$ cat config.mk
export PLATFORM = sky130hd
export DESIGN_NAME = ram_2cyc_bridge
export DESIGN_NICKNAME = d
export VERILOG_FILES = /design/src/rtl/ram_bridge_pkg.sv /design/src/rtl/ram_2cyc_bridge_resp_fifo.sv /design/src/rtl/ram_2cyc_bridge.sv
export SDC_FILE = /design/constraint.sdc
export NUM_CORES = 1
export LEC_CHECK = 0
export ABC_AREA = 1
export CORE_MARGIN = 2
export CORE_UTILIZATION = 40
export CTS_CLUSTER_SIZE = 20
export DETAILED_ROUTE_END_ITERATION = 16
export PLACE_DENSITY_LB_ADDON = 0.3
export SYNTH_ARGS = -nofsm -noshare
export SYNTH_HDL_FRONTEND = slang
export SYNTH_SLANG_ARGS = --single-unit
$ cat constraint.sdc
create_clock -name clk -period 3.8 [get_ports clk]
set_input_delay 0.38 -clock clk [delete_from_list [all_inputs] [get_ports clk]]
set_output_delay 0.38 -clock clk [all_outputs]
set_load 0.1 [all_outputs]
$ cat src/rtl/ram_bridge_pkg.sv
// Shared types for the two-cycle RAM bridge: response entry layout and access size codes.
package ram_bridge_pkg;

  localparam int RESP_DATA_W = 32;

  typedef struct packed {
    logic                   we;
    logic [RESP_DATA_W-1:0] data;
  } resp_ent_t;

  localparam logic [1:0] SIZE_B = 2'd0;
  localparam logic [1:0] SIZE_H = 2'd1;
  localparam logic [1:0] SIZE_W = 2'd2;
  localparam logic [1:0] SIZE_D = 2'd3;

  function automatic int size_bytes(input logic [1:0] size);
    return 1 << size;
  endfunction

endpackage

$ cat src/rtl/ram_2cyc_bridge_resp_fifo.sv
// Synchronous in-order FIFO with occupancy count; head is read straight from storage flops.
// Zero-latency pop, push visible one cycle later; caller must never push when full or pop when empty.
module resp_fifo #(
  parameter int WIDTH = 33,
  parameter int DEPTH = 4
) (
  input  logic                   clk,
  input  logic                   rst_n,
  input  logic                   push_en,
  input  logic [WIDTH-1:0]       push_dat,
  input  logic                   pop_en,
  output logic [WIDTH-1:0]       head_dat,
  output logic [$clog2(DEPTH):0] count
);

  localparam int PW = $clog2(DEPTH);
  localparam int CW = PW + 1;

  logic [PW-1:0]    wr_ptr_q, wr_ptr_d;
  logic [PW-1:0]    rd_ptr_q, rd_ptr_d;
  logic [CW-1:0]    count_q, count_d;
  logic [WIDTH-1:0] mem_q [DEPTH];
  logic [WIDTH-1:0] mem_d [DEPTH];

  always_comb begin
    wr_ptr_d = wr_ptr_q;
    rd_ptr_d = rd_ptr_q;
    count_d  = count_q;
    mem_d    = mem_q;
    if (push_en) begin
      mem_d[wr_ptr_q] = push_dat;
      wr_ptr_d        = wr_ptr_q + PW'(1);
    end
    if (pop_en) begin
      rd_ptr_d = rd_ptr_q + PW'(1);
    end
    case ({push_en, pop_en})
      2'b10:   count_d = count_q + CW'(1);
      2'b01:   count_d = count_q - CW'(1);
      default: count_d = count_q;
    endcase
  end

  always_ff @(posedge clk or negedge rst_n) begin
    if (!rst_n) begin
      wr_ptr_q <= '0;
      rd_ptr_q <= '0;
      count_q  <= '0;
      mem_q    <= '{default: '0};
    end else begin
      wr_ptr_q <= wr_ptr_d;
      rd_ptr_q <= rd_ptr_d;
      count_q  <= count_d;
      mem_q    <= mem_d;
    end
  end

  assign head_dat = mem_q[rd_ptr_q];
  assign count    = count_q;

  assert property (@(posedge clk) disable iff (!rst_n) !(push_en && count_q == CW'(DEPTH)));
  assert property (@(posedge clk) disable iff (!rst_n) !(pop_en && count_q == '0));

endmodule

$ cat src/rtl/ram_2cyc_bridge.sv
// Valid/ready front-end for the two-cycle RAM: strobes issued on accept, results queued in a response FIFO.
// Accept-to-resp_valid is 2 cycles; req_ready is a registered credit check so response stalls never drop data.
module ram_2cyc_bridge
  import ram_bridge_pkg::*;
#(
  parameter int ADDR_WIDTH = 32,
  parameter int DATA_WIDTH = 32,
  parameter int RESP_DEPTH = 4
) (
  input  logic                    clk,
  input  logic                    rst,
  input  logic                    req_valid,
  output logic                    req_ready,
  input  logic                    req_we,
  input  logic [ADDR_WIDTH-1:0]   req_addr,
  input  logic [1:0]              req_size,
  input  logic [DATA_WIDTH/8-1:0] req_wmask,
  input  logic [DATA_WIDTH-1:0]   req_wdata,
  output logic                    resp_valid,
  input  logic                    resp_ready,
  output logic                    resp_we,
  output logic [DATA_WIDTH-1:0]   resp_rdata,
  output logic                    ram_en,
  output logic                    ram_re,
  output logic                    ram_we,
  output logic [ADDR_WIDTH-1:0]   ram_addr,
  output logic [1:0]              ram_size,
  output logic [DATA_WIDTH/8-1:0] ram_wmask,
  output logic [DATA_WIDTH-1:0]   ram_wdata,
  input  logic [DATA_WIDTH-1:0]   ram_rdata
);

  localparam int CW = $clog2(RESP_DEPTH) + 1;

  logic                inflight_vld_q, inflight_vld_d;
  logic                inflight_we_q, inflight_we_d;
  logic                accept;
  logic                pop;
  logic [CW-1:0]       fifo_count;
  logic [DATA_WIDTH:0] push_dat;
  logic [DATA_WIDTH:0] head_dat;

  // The in-flight slot reserves its FIFO entry up front, so the push a cycle later always fits.
  assign req_ready = rst && ((fifo_count + CW'(inflight_vld_q)) < CW'(RESP_DEPTH));
  assign accept    = req_valid && req_ready;

  assign ram_en    = accept;
  assign ram_we    = accept && req_we;
  assign ram_re    = accept && !req_we;
  assign ram_addr  = req_addr;
  assign ram_size  = req_size;
  assign ram_wmask = req_wmask;
  assign ram_wdata = req_wdata;

  always_comb begin
    inflight_vld_d = accept;
    inflight_we_d  = req_we;
    push_dat       = {inflight_we_q, inflight_we_q ? {DATA_WIDTH{1'b0}} : ram_rdata};
  end

  always_ff @(posedge clk or negedge rst) begin
    if (!rst) begin
      inflight_vld_q <= 1'b0;
      inflight_we_q  <= 1'b0;
    end else begin
      inflight_vld_q <= inflight_vld_d;
      inflight_we_q  <= inflight_we_d;
    end
  end

  assign resp_valid = (fifo_count != '0);
  assign pop        = resp_valid && resp_ready;

  resp_fifo #(
    .WIDTH (DATA_WIDTH + 1),
    .DEPTH (RESP_DEPTH)
  ) u_resp_fifo (
    .clk      (clk),
    .rst_n    (rst),
    .push_en  (inflight_vld_q),
    .push_dat (push_dat),
    .pop_en   (pop),
    .head_dat (head_dat),
    .count    (fifo_count)
  );

  assign resp_we    = head_dat[DATA_WIDTH];
  assign resp_rdata = head_dat[DATA_WIDTH-1:0];

  assert property (@(posedge clk) disable iff (!rst) accept |-> size_bytes(req_size) <= DATA_WIDTH / 8);

endmodule

After elaboration in Yosys (flattened, before gate mapping)
Index checks and enable logic that the tools add are counted.
{"block": "totals", "regBits": 141, "latch_bits": 0, "mem_bits_rw": 0, "mem_bits_ro": 0, "output_inout_bits": 108, "n_memories": 0}
{"block": "classes", "n_addsub": 5, "multipliers": 0, "div": 0, "n_lt_le_gt_ge": 4, "eq_ne": 2, "shifts": 0, "muxes": 8, "n_bitwise": 2, "reduce_logical": 9}
{"cell": "132-bit bitwise mux", "n": 1}
{"cell": "33-bit two-way mux", "n": 3}
{"cell": "33-bit binary-select mux with 2-bit select", "n": 1}
{"cell": "33-bit demux with 2-bit select", "n": 1}
{"cell": "32-bit two-way mux", "n": 1}
{"cell": "3-bit greater-or-equal comparator (second input constant)", "n": 2}
{"cell": "1-bit logical AND", "n": 6}
{"cell": "2-bit NOT with 3-bit output", "n": 2}
{"cell": "3-bit case mux with 2 select lines", "n": 1}
{"cell": "2-bit by 1-bit adder with 2-bit output (second input constant)", "n": 2}
{"cell": "3-bit by 1-bit adder with 3-bit output", "n": 1}
{"cell": "3-bit by 1-bit adder with 3-bit output (second input constant)", "n": 1}
{"cell": "3-bit by 1-bit less-than comparator with 1-bit output (second input constant)", "n": 1}
{"cell": "3-bit less-than comparator (second input constant)", "n": 1}
{"cell": "3-bit nonzero test", "n": 1}
{"cell": "3-bit by 1-bit subtractor with 3-bit output (second input constant)", "n": 1}
{"cell": "2-bit by 1-bit == test with 1-bit output (second input constant)", "n": 1}
{"cell": "2-bit == test (second input constant)", "n": 1}
{"cell": "2-bit nonzero test", "n": 1}
{"cell": "1-bit zero test", "n": 1}

Depth between registers and ports, before layout
Gate-level depths: netlist (run 1).
{"block": "logic_depth", "ltp_word": 6, "ltp_mapped": 10}

Modules after synthesis
A second synthesis (run 1) with hierarchy kept.
{"block": "hier_totals", "cells_unflattened": 906, "hier_area_um2": 7766.2}
{"module": "resp_fifo", "instances": 1, "cells_each": 753, "area_per_inst_um2": 6862.8}
{"module": "ram_2cyc_bridge", "instances": 1, "cells_each": 153, "area_per_inst_um2": 903.4}

Worst setup path after synthesis (run 1)
No wires, ideal clock.
{"block": "synth_path", "path_type": "register -> output", "startpoint": "register u_resp_fifo.rd_ptr_q[1]", "endpoint": "output port resp_rdata[25]", "arrival_ns": 2.309, "required_time_ns": 3.420, "path_slack_ns": 1.111, "path_stages_with_launch": 5, "path_buffers": 1, "path_cell_list": "dfrtp_1 > inv_2 > clkbuf_1 > o21ai_0 > o22ai_1"}
{"block": "synth_via", "elab_chain_cells": 4}
{"element": "start: declaration", "line": "ram_2cyc_bridge_resp_fifo.sv:20", "rtl": "logic [PW-1:0] rd_ptr_q, rd_ptr_d;"}
{"element": "start signal: assignment", "line": "ram_2cyc_bridge_resp_fifo.sv:52", "rtl": "rd_ptr_q <= rd_ptr_d;"}
{"element": "2-bit NOT with 3-bit output (not written as such)", "line": "ram_2cyc_bridge_resp_fifo.sv:58", "rtl": "assign head_dat = mem_q[rd_ptr_q];"}
{"element": "33-bit binary-select mux with 2-bit select", "line": "ram_2cyc_bridge_resp_fifo.sv:58"}
{"element": "33-bit two-way mux (not written as such) (2 in series)", "line": "ram_2cyc_bridge_resp_fifo.sv:58"}
{"element": "end: declaration", "line": "ram_2cyc_bridge.sv:22", "rtl": "output logic [DATA_WIDTH-1:0] resp_rdata,"}
Every way passes these cells. The select of a mux whose other input is x is not followed.

Worst setup path after layout (run 1)
{"block": "layout_path", "startpoint": "register u_resp_fifo.rd_ptr_q[0]", "endpoint": "output port resp_rdata[22]"}
The elaborated chain is that of the path after synthesis.

==> results.md, run 1 <==
* Clk root buf: clkbuf_16
* Overall Global Routing Usage at 18.6%
* Final period util at 70.2%
* Total Nets Final at 1025
* Required @ worst endpoint at 3.42 ns
* Die width at 139 µm
* Initial antenna violation count at 0
* Placer Congestion at 0.710
* Crit-path cells: inv_2, buf_12, o21ai_0, o22ai_1, buf_4
* Post-route DRC at 0
* I/O pins at 215
* Met3 usage at 3.44%
* Post-CTS sizing at 0
* Later-pin clock latency in the skew report at 0.42 ns
* Via count at 5652
* Max cap viols at 0
* Wire per inst at 15.2 µm
* Syn nets at 1045
* Initial DRT Pass Iterations at 5
* Most frequent cells after synthesis: 394 x nand2_1, 141 x dfrtp_1, 83 x buf_4
* Row cnt at 49
* Max-slew headroom at 31.6%
* RSZ-0062 raised after global routing: false
* Share of layout cells above drive strength 1 at 14.5%
* Worst hold path class: primary input to flop
* # diodes at 0
* TritonCTS Sinks at 141
* Yosys top cell by area: dfrtp_1
* Met1 usage in global routing at 26.0%
* Routed WL at 17600 µm
* CP top delay family: buffers and inverters
* Tmin final at 2.67 ns
* Clock skew at 0.00662 ns
* Worst EP arrival at 2.29 ns
* Post-Syn Instances at 932
* Post-synthesis sequential area ratio at 48.2%
* Buffers & Inverters on Critical Path at 3
* Area of the core at 18000 µm²
* Grt ovf at 0
* Post-synth top flop: dfrtp_1
* Max stage delay on crit path at 0.54 ns
* Die Ht at 139 µm
* Layout Cells excl Fill at 1154
* Initial Util at 40.8%
* Longest Clk Path Bufs at 2
* Area growth, synth to finish at 9.88%
* Antenna-violating nets left at 0
* Drt initial violations at 401
* Top cells by area, synth: dfrtp_1 48%, nand2_1 20%, buf_4 8.5%
* Placed insts at 1121
* Htree depth at 4
* Design area at 8050 µm²
* Worst slew pin tran at 1.03 ns
* Startpoint types: flop
* Pin count of the biggest net entering global routing at 68
* Setup CP Type: flop to output pin
* Synth warn at 0
* Netlist cell types at 27
* Number of port buffers at 74
* Critical-path cell with the highest stage delay: inv_2
* Setup TNS at 0 ns
* Most common cell in the netlist: nand2_1
* Worst setup EP type: output pin
* Fin. Hold Viols at 0
* Crit Path Max Fanout at 35
* Post-detail-place hpwl at 10100 µm
* Synthesized area per cell at 7.86 µm²
* Num CTS Buffers at 17
* Top Usage Layer GRT: met2
* Status: finished clean
* First-pass GRT wire length at 28800 µm
* Seq cells post-synth at 141
* Fraction of registers with async set/reset at 100%
* Die ar. at 19400 µm²
* Clock-pin slew on the worst setup and hold paths at 0.06 ns
* Fmax at 375 MHz
* Synthesized cell area at 7320 µm²
* EDFF count, synth at 0
* Dpl cell area at 7460 µm²
* CTS tree: built
* Post-synth top area share at 48.2%
* Vias/cell at 4.90
* Grt met2 use at 29.3%
* Max Slew Vio Count at 0
* # setup viols final at 0
* Vias in the first global route at 5522
-- cells by family after synthesis --
logic type	Yosys count	synth area share, %
DFF	141	48.2
buffers and inverters	169	14.1
xor gates and xnor gates	4	0.478
and+or+nand+nor	505	28.0
adders and majority gates	6	1.13
AOI/OAI and AO/OA	107	8.05
-- final timing paths --
path | start | depth (start not counted) | slack [ns] | endpoint
setup / recovery | u_resp_fifo.rd_ptr_q[0]$_DFFE_PN0P_ | 5 | 1.13 | resp_rdata[22]
hold / removal | req_we | 1 | 0.45 | inflight_we_q$_DFF_PN0_
setup reg to reg | inflight_vld_q$_DFF_PN0_ | 4 | 1.72 | u_resp_fifo.mem_q[89]$_DFFE_PN0P_
hold reg to reg | u_resp_fifo.mem_q[91]$_DFFE_PN0P_ | 2 | 0.48 | u_resp_fifo.mem_q[91]$_DFFE_PN0P_
max in group asynchronous | rst | 3 | 2.24 | u_resp_fifo.rd_ptr_q[0]$_DFFE_PN0P_
min in group asynchronous | rst | 2 | 0.47 | u_resp_fifo.mem_q[102]$_DFFE_PN0P_
-- sequential cells by signal (all words and copies together), names as in the netlist --
signal                count
inflight_vld_q            1
u_resp_fifo.mem_q       132
inflight_we_q             1
u_resp_fifo.wr_ptr_q      2
u_resp_fifo.count         3
u_resp_fifo.rd_ptr_q      2
-- metrics by stage --
stage	hold slack (ns)	utilization, %	worst slack, ns
final	0.452	44.8	1.13
after global placement	0.364	41.6	1.60
after global routing	0.464	44.8	0.956
after CTS	0.436	44.8	1.14
after detailed placement	0.361	41.6	1.60
after floorplan	0.0844	-	1.11
-- worst register-to-register path: cells and delay by family (launching register included) --
kind,cells,cell delay [ns]
buffers and inverters,1,0.69
DFF,1,0.68
and+or+nand+nor,3,0.64
-- placed cells by master, fill, tap and decap left out, types with 2 or more instances in the layout --
master           instances
inv_1                   41
xor2_1                   3
dfrtp_1                139
inv_2                    9
clkbuf_8                 4
o22ai_2                  2
nor2_1                  58
o21ai_1                 30
nand2_1                394
o21ai_0                 43
nor2_2                  40
clkinv_2                 6
nand2_4                  4
o22ai_1                 31
dfrtp_2                  2
nand4_1                  2
nand3_1                  4
ha_1                     5
clkdlybuf4s50_1         36
nor2_4                   2
clkbuf_16               17
clkinvlp_4               3
buf_4                   41
-- area by class of cell --
| type | instances | area, µm² |
|---|---|---|
| fill | 1790 | 9920 |
| tap | 229 | 287 |
| clock buffer | 21 | 480 |
| clock inverter | 11 | 91.3 |
| inverter | 50 | 188 |
| timing repair buffer | 80 | 709 |
| sequential | 141 | 3530 |
| multi-input combinational | 622 | 2760 |
-- routing by layer --
layer	share of wire, %	wire length, µm	vias up
li1	-	-	2763
met1	48	8440	2721
met2	46	8100	150
met3	4.5	799	18
met4	1.3	232	0
met5	0	0	-
-- repair_timing --
item                      4_1_cts  5_1_grt
setup buffers                   0        0
hold buffers                    1        0
hold endpoints to repair       46        0
Power of run 1 is left out: the tool's default activity adds up to more than one toggle a clock period on the data nets, which glitch-free logic cannot reach.
==> inputs of run 2 (changes only) <==
- clock period: 3.8 -> 2.6 ns (I/O delays scaled with it)
==> results.md, run 2 (same netlist as run 1, synthesis figures left out) <==
* Flop-to-flop setup slack at 0.76 ns (-0.96 ns)
* Status: finished clean
* Grt ovf at 0 (unchanged)
* Vias/cell at 4.94 (+0.92%)
* Worst hold path class: primary input to async pin
* Routed WL at 17700 µm (+0.75%)
* Overall Global Routing Usage at 19.0% (+0.42 points)
* Layout fillers at 1745 (-2.5%)
* Antenna-violating nets left at 0 (unchanged)
* Top Usage Layer GRT: met2
* Fin. Hold Viols at 0 (unchanged)
* Worst slew pin tran at 0.766 ns (-0.259 ns)
* RR Endpoint: u_resp_fifo.count[2]$_DFFE_PN0P_
* Post-route DRC at 0 (unchanged)
* Initial antenna violation count at 0 (unchanged)
* # diodes at 0 (unchanged)
* Max stage delay on crit path at 0.58 ns (+0.04 ns)
* Worst EP arrival at 2.16 ns (-0.13 ns)
* Later-pin clock latency in the skew report at 0.42 ns (about the same)
* Multi-input gate area at 2770 µm² (+0.18%)
* Met3 usage at 4.16% (+0.72 points)
* Die width at 139 µm (unchanged)
* Setup TNS at 0 ns (unchanged)
* Via count at 5724 (+1.3%)
* Row cnt at 49 (unchanged)
* Met1 usage in global routing at 26.0% (-0.026 points)
* Initial DRT Pass Iterations at 5 (unchanged)
* Sequential cell area at 3530 µm² (unchanged)
* Fmax at 414 MHz
* Commonest non-fill, non-tap cell in the layout: nand2_1
* Startpoint types: flop
* Die Ht at 139 µm (unchanged)
* Post-detail-place hpwl at 10000 µm (-0.56%)
* CTS tree: built
* Share of layout cells above drive strength 1 at 14.7% (+0.26 points)
* Area growth, synth to finish at 16.7%
* TritonCTS Sinks at 141 (unchanged)
* Crit Path Max Fanout at 67 (+91%)
* Wire per inst at 15.3 µm (+0.40%)
* Postcts setup bufs at 0 (unchanged)
* Worst setup EP type: output pin
* First-pass GRT wire length at 29700 µm (+3.3%)
* I/O pins at 215 (unchanged)
* Clock skew at 0.00767 ns (+0.00105 ns)
* Placed insts at 1126 (+0.45%)
* Clock-pin slew on the worst setup and hold paths at 0.06 ns (about the same)
* Drt initial violations at 569 (+42%)
* Setup CP Type: flop to output pin
* Num CTS Buffers at 17 (unchanged)
* Reg-to-Reg Start: u_resp_fifo.count[1]$_DFFE_PN0P_
* Max Slew Vio Count at 0 (unchanged)
* Setup crit start: u_resp_fifo.rd_ptr_q[0]$_DFFE_PN0P_
* Clk root buf: clkbuf_16
* Total Nets Final at 1030 (+0.49%)
* Area of the core at 18000 µm² (unchanged)
* Critical-path cell with the highest stage delay: buf_4
* Top reg by flops: u_resp_fifo.mem_q
* Crit-path cells: buf_4, o21ai_1, o22ai_1, buf_12
* Placer Congestion at 0.749 (+5.5%)
* Die ar. at 19400 µm² (unchanged)
* Vias in the first global route at 5768 (+4.5%)
* Reg2reg path depth at 10 (+6)
* Max-slew headroom at 48.9% (+17 points)
* Crit path capture: resp_rdata[9]
* Longest Clk Path Bufs at 2 (unchanged)
* Tmin final at 2.42 ns
* Grt met2 use at 31.0% (+1.7 points)
* Number of port buffers at 74 (unchanged)
* Final period util at 92.9%
* Layout Cells excl Fill at 1158 (+0.35%)
* Max cap viols at 0 (unchanged)
* RSZ-0062 raised after global routing: false
* Pin count of the biggest net entering global routing at 136 (+100%)
* Required @ worst endpoint at 2.34 ns (-1.08 ns)
* Max reg flops at 132 (unchanged)
* # setup viols final at 0 (unchanged)
* Htree depth at 4 (unchanged)
* Initial Util at 40.8% (unchanged)
* Most frequent cells in the layout: 394 x nand2_1, 139 x dfrtp_1, 58 x nor2_1
## run 2: cell count changes in the layout (fill, tap and decap cells not counted), sizes merged
cell	change
clkinvlp	-1
clkdlybuf4s50	-1
clkbuf	+4
buf	+6
bufinv	-1
clkinv	-3
## run 2: worst max-delay path, delay by kind of cell, from the launching register on
family / cells / cell delay (ns)
buf+inv: 2 / 0.81
compound gates: 2 / 0.56
flops: 1 / 0.36
## run 2: layout make-up
cell class / count / area share, %
Sequential cell: 141 / 41.3
Multi-Input combinational cell: 622 / 32.4
Timing Repair Buffer: 85 / 14.4
Clock buffer: 25 / 5.92
Tap cell: 229 / 3.35
Inverter: 50 / 2.20
Clock inverter: 6 / 0.410
## run 2: stage by stage
step / area, µm² / util, % / setup slack (ns) / hold slack [ns]
floorplan: 7330 / - / 0.0314 / -0.0356
global placement: 7990 / 44.5 / 0.644 / 0.0669
detailed placement: 7990 / 44.5 / 0.601 / 0.0697
CTS: 8540 / 47.6 / 0.194 / 0.244
global route: 8540 / 47.6 / 0.0783 / 0.236
finish: 8540 / 47.6 / 0.184 / 0.230
## run 2: worst min-delay path by stage
stage          start                               end  slack, ns  depth (start not counted)
4_1_cts          rst  u_resp_fifo.count[0]$_DFFE_PN0P_       0.24                          2
2_1_floorplan    rst          inflight_vld_q$_DFF_PN0_      -0.04                          0
3_3_place_gp     rst  u_resp_fifo.count[0]$_DFFE_PN0P_       0.07                          1
6_report         rst  u_resp_fifo.count[0]$_DFFE_PN0P_       0.23                          2
5_1_grt          rst  u_resp_fifo.count[0]$_DFFE_PN0P_       0.24                          2
3_5_place_dp     rst  u_resp_fifo.count[0]$_DFFE_PN0P_       0.07                          1
## run 2: timing repair
item | CTS | global route
hold buffers | 1 | 0
resized for setup | 0 | 0
endpoints found under the hold margin | 6 | 0
## run 2: routing by layer
metal / share of wire [%] / up-vias / routed length [µm]
li1: - / 2774 / -
met1: 47 / 2770 / 8280
met2: 47 / 165 / 8360
met3: 5.1 / 15 / 905
met4: 0.86 / 0 / 152
met5: 0 / - / 0
Power of run 2 is left out for the same reason.
==> inputs of run 3 (changes only) <==
- CORE_ASPECT_RATIO: not set -> 0.7
==> results.md, run 3 (same netlist as run 1, synthesis figures left out) <==
* Worst setup EP type: output pin
* Row cnt at 41 (-16%)
* CTS tree: built
* RSZ-0062 raised after global routing: false
* Pin count of the biggest net entering global routing at 142 (+4.4%)
* Top reg by flops: u_resp_fifo.mem_q
* Vias in the first global route at 5549 (-3.8%)
* Dpl cell area at 8030 µm² (+0.42%)
* Worst EP arrival at 2.20 ns (+0.04 ns)
* I/O pins at 215 (unchanged)
* Setup TNS at 0 ns (unchanged)
* Startpoint types: flop
* Placer Congestion at 0.733 (-2.1%)
* Required @ worst endpoint at 2.34 ns (about the same)
* Status: finished with violations
* # diodes at 0 (unchanged)
* Worst slew pin tran at 0.778 ns (+0.0118 ns)
* Vias/cell at 4.93 (-0.34%)
* Max stage delay on crit path at 0.56 ns (-0.02 ns)
* Post-CTS sizing at 0 (unchanged)
* Worst hold path class: primary input to async pin
* Most frequent cells in the layout: 394 x nand2_1, 139 x dfrtp_1, 58 x nor2_1
* Post-route DRC at 0 (unchanged)
* Max reg flops at 132 (unchanged)
* Fin. Hold Viols at 55 (+55)
* Postcts setup bufs at 0 (unchanged)
* Htree depth at 4 (unchanged)
* Later-pin clock latency in the skew report at 0.43 ns (about the same)
* Drt initial violations at 455 (-20%)
* Commonest non-fill, non-tap cell in the layout: nand2_1
* Placed insts at 1138 (+1.1%)
* Via count at 5759 (+0.61%)
* Die Ht at 117 µm (-16%)
* Clk root buf: clkbuf_16
* Number of port buffers at 74 (unchanged)
* Longest Clk Path Bufs at 2 (unchanged)
* Die width at 166 µm (+19%)
* Clock skew at 0.0120 ns (+0.00433 ns)
* Post-detail-place hpwl at 10600 µm (+5.9%)
* Num CTS Buffers at 17 (unchanged)
* Setup CP Type: flop to output pin
* Max-slew headroom at 48.1% (-0.78 points)
* Routed WL at 18800 µm (+6.1%)
* Layout Cells excl Fill at 1169 (+0.95%)
* Grt ovf at 0 (unchanged)
* Clock-pin slew on the worst setup and hold paths at 0.06 ns (about the same)
* Crit Path Max Fanout at 67 (unchanged)
* Die ar. at 19400 µm² (about the same)
* Max Slew Vio Count at 0 (unchanged)
* Overall Global Routing Usage at 20.3% (+1.3 points)
* First-pass GRT wire length at 30500 µm (+2.6%)
* Fmax at 407 MHz (-1.7%)
* Layout fillers at 1722 (-1.3%)
* Initial DRT Pass Iterations at 5 (unchanged)
* Initial antenna violation count at 0 (unchanged)
* Area of the core at 18000 µm² (about the same)
* CTS Hold Bufs at 0 (-1)
* Wire per inst at 16.1 µm (+5.1%)
* Final period util at 94.5% (+1.6 points)
* Total Nets Final at 1034 (+0.39%)
* Hold_ws at -0.0476 ns (-0.278 ns)
* TritonCTS Sinks at 141 (unchanged)
* Critical-path cell with the highest stage delay: buf_4
* Tmin final at 2.46 ns (+0.0412 ns)
* Share of layout cells above drive strength 1 at 15.5% (+0.79 points)
* Max cap viols at 0 (unchanged)
* Antenna-violating nets left at 0 (unchanged)
* Failing checks: negative hold slack
* Initial Util at 40.8% (about the same)
* Design area at 8680 µm² (+1.6%)
* # setup viols final at 0 (unchanged)
* Area growth, synth to finish at 18.6%
* Crit-path cells: buf_4, o21ai_0, o22ai_1, buf_12
run 3: changes by cell type in the layout (fill, tap and decap cells not counted):
cell           before  now
clkinv_2            4    3
clkinv_4            0    1
dlygate4sd3_1       1    0
buf_12             40   39
bufinv_16           0    5
buf_4               8   14
clkbuf_1            3    0
clkbuf_8            5    3
run 3: per-stage QoR:
| stage | setup slack [ns] | util [%] |
|---|---|---|
| 4_1_cts | 0.176 | 48.4 |
| 3_3_place_gp | 0.629 | 44.7 |
| 5_1_grt | 0.0632 | 48.4 |
| 3_5_place_dp | 0.586 | 44.7 |
| 6_report | 0.143 | 48.4 |
| 2_1_floorplan | 0.0314 | - |
run 3: per-layer routing:
layer  track usage (%)  routed length [µm]
met1              28.8                9020
met2              30.4                8120
met3              5.01                1310
met4              7.25                 324
met5                 0                   0
run 3: worst max-delay path: cells and delay by family, from the launching register on:
family	cells	cell delay, ns
AO/OA/AOI/OAI	2	0.60
buffers and inverters	2	0.79
flip-flops	1	0.36
run 3: final cells by class:
type / instances / area [µm²] / share of cell area, %
sequential: 141 / 3530 / 40.7
multi-input combinational: 622 / 2770 / 31.8
timing repair buffer: 89 / 1250 / 14.4
clock buffer: 20 / 467 / 5.38
tap: 236 / 295 / 3.40
clock inverter: 11 / 189 / 2.18
inverter: 50 / 188 / 2.16
run 3: worst paths after layout:
path                                                           from  slack (ns)  cells past startpoint                                   to
worst max-delay path            u_resp_fifo.rd_ptr_q[0]$_DFFE_PN0P_        0.14                      4                       resp_rdata[29]
min in group clk                                                rst        0.22                      3             inflight_vld_q$_DFF_PN0_
worst max register to register     u_resp_fifo.count[0]$_DFFE_PN0P_        0.71                     10     u_resp_fifo.count[2]$_DFFE_PN0P_
worst min register to register    u_resp_fifo.mem_q[91]$_DFFE_PN0P_        0.47                      2    u_resp_fifo.mem_q[91]$_DFFE_PN0P_
max in group asynchronous                                       rst        2.02                      2  u_resp_fifo.rd_ptr_q[0]$_DFFE_PN0P_
worst min-delay path                                            rst       -0.05                      2    u_resp_fifo.mem_q[15]$_DFFE_PN0P_
Power of run 3 is left out for the same reason.
